$ cat config.mk
export PLATFORM = sky130hd
export DESIGN_NAME = fifo_rr_sched
export DESIGN_NICKNAME = d
export VERILOG_FILES = /design/src/rtl/fifo_rr_sched.sv
export SDC_FILE = /design/constraint.sdc
export NUM_CORES = 1
export LEC_CHECK = 0
export BUFFER_PORTS_ARGS = -buffer_cell sky130_fd_sc_hd__buf_2
export CAP_MARGIN = 20
export CORE_MARGIN = 2
export CORE_UTILIZATION = 44
export CTS_CLUSTER_SIZE = 30
export DETAILED_ROUTE_END_ITERATION = 12
export PLACE_DENSITY = 0.83
export SKIP_CTS_REPAIR_TIMING = 1
export SLEW_MARGIN = 10
export SYNTH_ARGS = -nofsm -noshare
export SYNTH_HDL_FRONTEND = slang
export SYNTH_SLANG_ARGS = --single-unit
$ cat constraint.sdc
create_clock -name clk -period 2.2 [get_ports clk]
set_input_delay 0.11 -clock clk [delete_from_list [all_inputs] [get_ports clk]]
set_output_delay 0.11 -clock clk [all_outputs]
set_load 0.02 [all_outputs]
$ cat src/rtl/fifo_rr_sched.sv
// Round-robin read scheduler sharing one valid/ready consumer between NUM_CH
// synchronous FIFOs with one-cycle registered read latency.
module fifo_rr_sched #(
   parameter int NUM_CH     = 4,
   parameter int CH_BITS    = 2,
   parameter int DATA_WIDTH = 16,
   parameter int BURST_LEN  = 4,
   parameter int BURST_BITS = 3
) (
   input  logic                         clk,
   input  logic                         rst_n,
   input  logic [NUM_CH-1:0]            ch_empty,
   input  logic [NUM_CH*DATA_WIDTH-1:0] ch_data,
   output logic [NUM_CH-1:0]            ch_pop,
   output logic [NUM_CH-1:0]            ch_flush,
   input  logic                         i_flush,
   output logic                         o_valid,
   input  logic                         o_ready,
   output logic [DATA_WIDTH-1:0]        o_data,
   output logic [CH_BITS-1:0]           o_ch,
   output logic                         o_busy
);

   typedef enum logic [1:0] {IDLE, POP, LOAD, OUT} state_t;

   state_t                 state;
   logic [CH_BITS-1:0]     grant;
   logic [CH_BITS-1:0]     last_grant;
   logic [CH_BITS-1:0]     arb_grant;
   logic [CH_BITS-1:0]     cand;
   logic                   arb_found;
   logic [BURST_BITS-1:0]  burst_cnt;
   logic [BURST_BITS-1:0]  burst_nxt;
   logic [DATA_WIDTH-1:0]  words [NUM_CH];

   for (genvar g = 0; g < NUM_CH; g++) begin : g_words
      assign words[g] = ch_data[g*DATA_WIDTH +: DATA_WIDTH];
   end

   // Search starts just after the last served channel, so it gets lowest priority.
   always_comb begin
      arb_grant = last_grant;
      arb_found = 1'b0;
      cand      = '0;
      for (int unsigned k = 1; k <= NUM_CH; k++) begin
         cand = CH_BITS'((32'(last_grant) + k) % NUM_CH);
         if (!arb_found && !ch_empty[cand]) begin
            arb_grant = cand;
            arb_found = 1'b1;
         end
      end
   end

   always_comb begin
      ch_pop = '0;
      if (state == POP && !i_flush && !ch_empty[grant]) begin
         ch_pop[grant] = 1'b1;
      end
   end

   assign ch_flush  = {NUM_CH{i_flush}};
   assign o_busy    = (state != IDLE);
   assign burst_nxt = burst_cnt + BURST_BITS'(1);

   always_ff @(posedge clk or negedge rst_n) begin
      if (!rst_n) begin
         state      <= IDLE;
         grant      <= '0;
         last_grant <= CH_BITS'(NUM_CH - 1);
         burst_cnt  <= '0;
         o_valid    <= 1'b0;
         o_data     <= '0;
         o_ch       <= '0;
      end else if (i_flush) begin
         state     <= IDLE;
         o_valid   <= 1'b0;
         burst_cnt <= '0;
      end else begin
         case (state)
            IDLE: begin
               if (arb_found) begin
                  grant     <= arb_grant;
                  burst_cnt <= '0;
                  state     <= POP;
               end
            end
            POP: begin
               if (!ch_empty[grant]) begin
                  state <= LOAD;
               end else begin
                  last_grant <= grant;
                  state      <= IDLE;
               end
            end
            LOAD: begin
               o_data  <= words[grant];
               o_ch    <= grant;
               o_valid <= 1'b1;
               state   <= OUT;
            end
            OUT: begin
               if (o_ready) begin
                  o_valid   <= 1'b0;
                  burst_cnt <= burst_nxt;
                  if (burst_nxt < BURST_BITS'(BURST_LEN) && !ch_empty[grant]) begin
                     state <= POP;
                  end else begin
                     last_grant <= grant;
                     state      <= IDLE;
                  end
               end
            end
            default: state <= IDLE;
         endcase
      end
   end

endmodule

==> flow_summary.json <==
{
  "slowest_delay_ps": 470,
  "whs_path_depth": 3,
  "yosysSeqAreaShare_pct": 40.1,
  "crit_type": "flop to output port",
  "wire_per_inst_um": 15.6,
  "drive_gt1_share_pct": 62.2,
  "maxSlewViolCount": 0,
  "gp_congestion": 0.783,
  "grt_pass1_wl_um": 6380,
  "status": "finished, final reports clean",
  "ys_seq_elements": 28,
  "p_per_area_nw_per_um2": 1160,
  "start_util_pct": 46.9,
  "area_delta_synth_final_pct": 33.7,
  "numClockSinks": 28,
  "synth_cells": 135,
  "drt_iter0_drc": 72,
  "max_freq_ghz": 0.570,
  "rsz0062_at_grt": "no",
  "critPathCaptureType": "output port",
  "rows": 22,
  "cts_tree": "built",
  "syn_area_um2": 1750,
  "r2r_slack_ps": 510,
  "wl_um": 4340,
  "worstPathArrival_ps": 1650,
  "crit_fanout": 7,
  "r2r-end": "o_data[14]",
  "worstMarginPinSlew_ps": 617,
  "fin_nets": 304,
  "max_cap_violations": 0,
  "io_buffers": 99,
  "antennaDiodeCount": 0,
  "slowest_stage": "dfrtp_1",
  "vdd_drop_max_mv": 0.661,
  "via_per_inst": 5.50,
  "dieArea_um2": 4510,
  "drt_first_pass_iters": 4,
  "hp-class": "input pin to flop",
  "fp.dieW_um": 67.1,
  "clock_path_buffers": 2,
  "core_um2": 3740,
  "grtUsageTotal_pct": 18.8,
  "whs_endpoint": "burst_cnt[1]",
  "hold_viol": 0,
  "holdCritStartpoint": "o_ready",
  "cellLeakagePower_nw": 1.14,
  "syn_nets": 208,
  "cts-htree-levels": 1,
  "cts_root_buf": "clkbuf_8",
  "die_h_um": 67.1,
  "fill_cells": 302,
  "cts_buffers": 3,
  "drtAntennaViolNets": 0,
  "slew_headroom_pct": 58.9,
  "dp_hpwl_um": 3410,
  "reg2reg_depth": 3,
  "grt_start_max_net_pins": 29,
  "grt_pass1_vias": 1436,
  "clkTransAtPathRegs_ps": 100,
  "overflow": 0,
  "antenna_found_initial": 0,
  "dp_cells": 273,
  "layout.cells.non_filler": 278,
  "finClkSkew_ps": 7.69,
  "r2r-start": "grant[0]",
  "clock_latency_ps": 270,
  "min_period_ps": 1760,
  "place_area_um2": 2260,
  "start_kind": "flop",
  "vias": 1528,
  "ios": 100,
  "drc_errors": 0,
  "synth_cell_types": 34,
  "ys.warnings.count": 0,
  "final_area_um2": 2350,
  "cp.required_ps": 2090,
  "post-route-period-util_pct": 79.8,
  "final_util_pct": 62.7,
  "path_cells": "nand2b_1, or3_1, nor3b_1, buf_2",
  "synth.avg_cell_area_um2": 13.0,
  "setup_viol": 0,
  "setup-tns-final_ps": 0
}
-- worst max-delay path, delay by kind of cell (launching register included) --
kind,cells,cell delay [ps]
simple gates,3,720
flops,1,470
buf+inv,1,190
-- through the flow --
stage	setup slack (ps)	power, mW	hold slack, ps
5_1_grt	279	2.89	134
3_3_place_gp	557	2.29	155
3_5_place_dp	498	2.35	161
2_1_floorplan	563	1.91	-186
4_1_cts	427	2.76	-153
6_report	444	2.72	135
-- flip-flops by register name, indices dropped and copies added (netlist names) --
name,cells
burst_cnt,3
grant,2
last_grant,2
o_ch,2
o_data,16
o_valid,1
state,2
-- worst max path at each step --
stage / endpoint / from / slack (ps) / cells past startpoint
2_1_floorplan: ch_pop[2] / grant[0] / 560 / 3
3_3_place_gp: o_data[0] / grant[0] / 560 / 3
3_5_place_dp: o_data[14] / grant[0] / 500 / 3
4_1_cts: ch_pop[2] / state[1] / 430 / 4
5_1_grt: ch_pop[2] / state[0] / 280 / 4
6_report: ch_pop[2] / state[1] / 440 / 4
-- report_power, final --
| part | internal (mW) | switching, mW |
|---|---|---|
| clock | 0.243 | 0.156 |
| combinational | 0.730 | 0.679 |
| sequential | 0.736 | 0.175 |
| total | 1.71 | 1.01 |
-- cell families after synthesis --
family	Yosys count	share of synthesized area, %
AOI/OAI and AO/OA	17	6.21
xor gates and xnor gates	1	0.499
adders and majority gates	1	0.713
buffers and inverters	15	5.21
DFF	28	40.1
muxes	40	36.7
and+or+nand+nor	33	10.6
-- cell usage after synthesis --
cell	count	area [um2]
o31ai_1	2	15.0
clkbuf_1	3	11.3
buf_2	1	5.00
or2_2	2	12.5
or3_1	1	6.26
inv_2	1	3.75
nand2b_1	4	25.0
nor3b_1	2	15.0
o21ai_0	3	15.0
nor3_1	3	15.0
a21oi_1	7	35.0
nor3_4	1	16.3
mux2_4	4	60.1
xor2_1	1	8.76
nor2_1	8	30.0
dfstp_2	2	52.6
buf_4	7	52.6
inv_1	2	7.51
a211oi_2	1	12.5
a2bb2oi_1	1	8.76
a31oi_1	1	6.26
a221o_1	1	10.0
mux2i_1	2	20.0
nand2_1	4	15.0
dfrtp_1	26	651
nand2b_4	1	13.8
o22ai_1	1	6.26
mux2_2	9	101
mux2_1	9	101
nand3_1	5	25.0
nand4_1	2	12.5
ha_1	1	12.5
mux4_2	16	360
buf_6	1	11.3
-- routing by layer --
layer	up-vias	track usage, %	wire (um)
met1	750	20.8	1660
li1	698	-	-
met5	-	0	0
met4	0	6.12	24
met3	2	2.33	408
met2	78	36.6	2240
-- cell usage in the layout, fill, tap and decap left out, types with 2 or more instances in the layout --
| cell type | synthesis | routed |
|---|---|---|
| buf_2 | 1 | 99 |
| dfrtp_1 | 26 | 26 |
| mux4_2 | 16 | 16 |
| mux2_1 | 9 | 9 |
| mux2_2 | 9 | 9 |
| nor2_1 | 8 | 8 |
| a21oi_1 | 7 | 7 |
| nand3_1 | 5 | 5 |
| nand2b_1 | 4 | 4 |
| nand2_1 | 4 | 4 |
| mux2_4 | 4 | 4 |
| nor3_1 | 3 | 3 |
| o21ai_0 | 3 | 3 |
| clkbuf_8 | 0 | 3 |
| or2_2 | 2 | 2 |
| nor3b_1 | 2 | 2 |
| mux2i_1 | 2 | 2 |
| inv_1 | 2 | 2 |
| o31ai_1 | 2 | 2 |
| nand4_1 | 2 | 2 |
| dfstp_2 | 2 | 2 |
| buf_4 | 7 | 2 |
-- final cells by class --
| class | count | area [um2] | area share, % |
|---|---|---|---|
| inverters | 3 | 11.3 | 0.480 |
| flip-flops and latches | 28 | 703 | 30.0 |
| clock buffers | 3 | 41.3 | 1.76 |
| repair buffers | 103 | 541 | 23.0 |
| well taps | 48 | 60.1 | 2.56 |
| clock inverters | 1 | 30.0 | 1.28 |
| multi-input cells | 92 | 960 | 40.9 |
(Power assumes the default switching activity.)
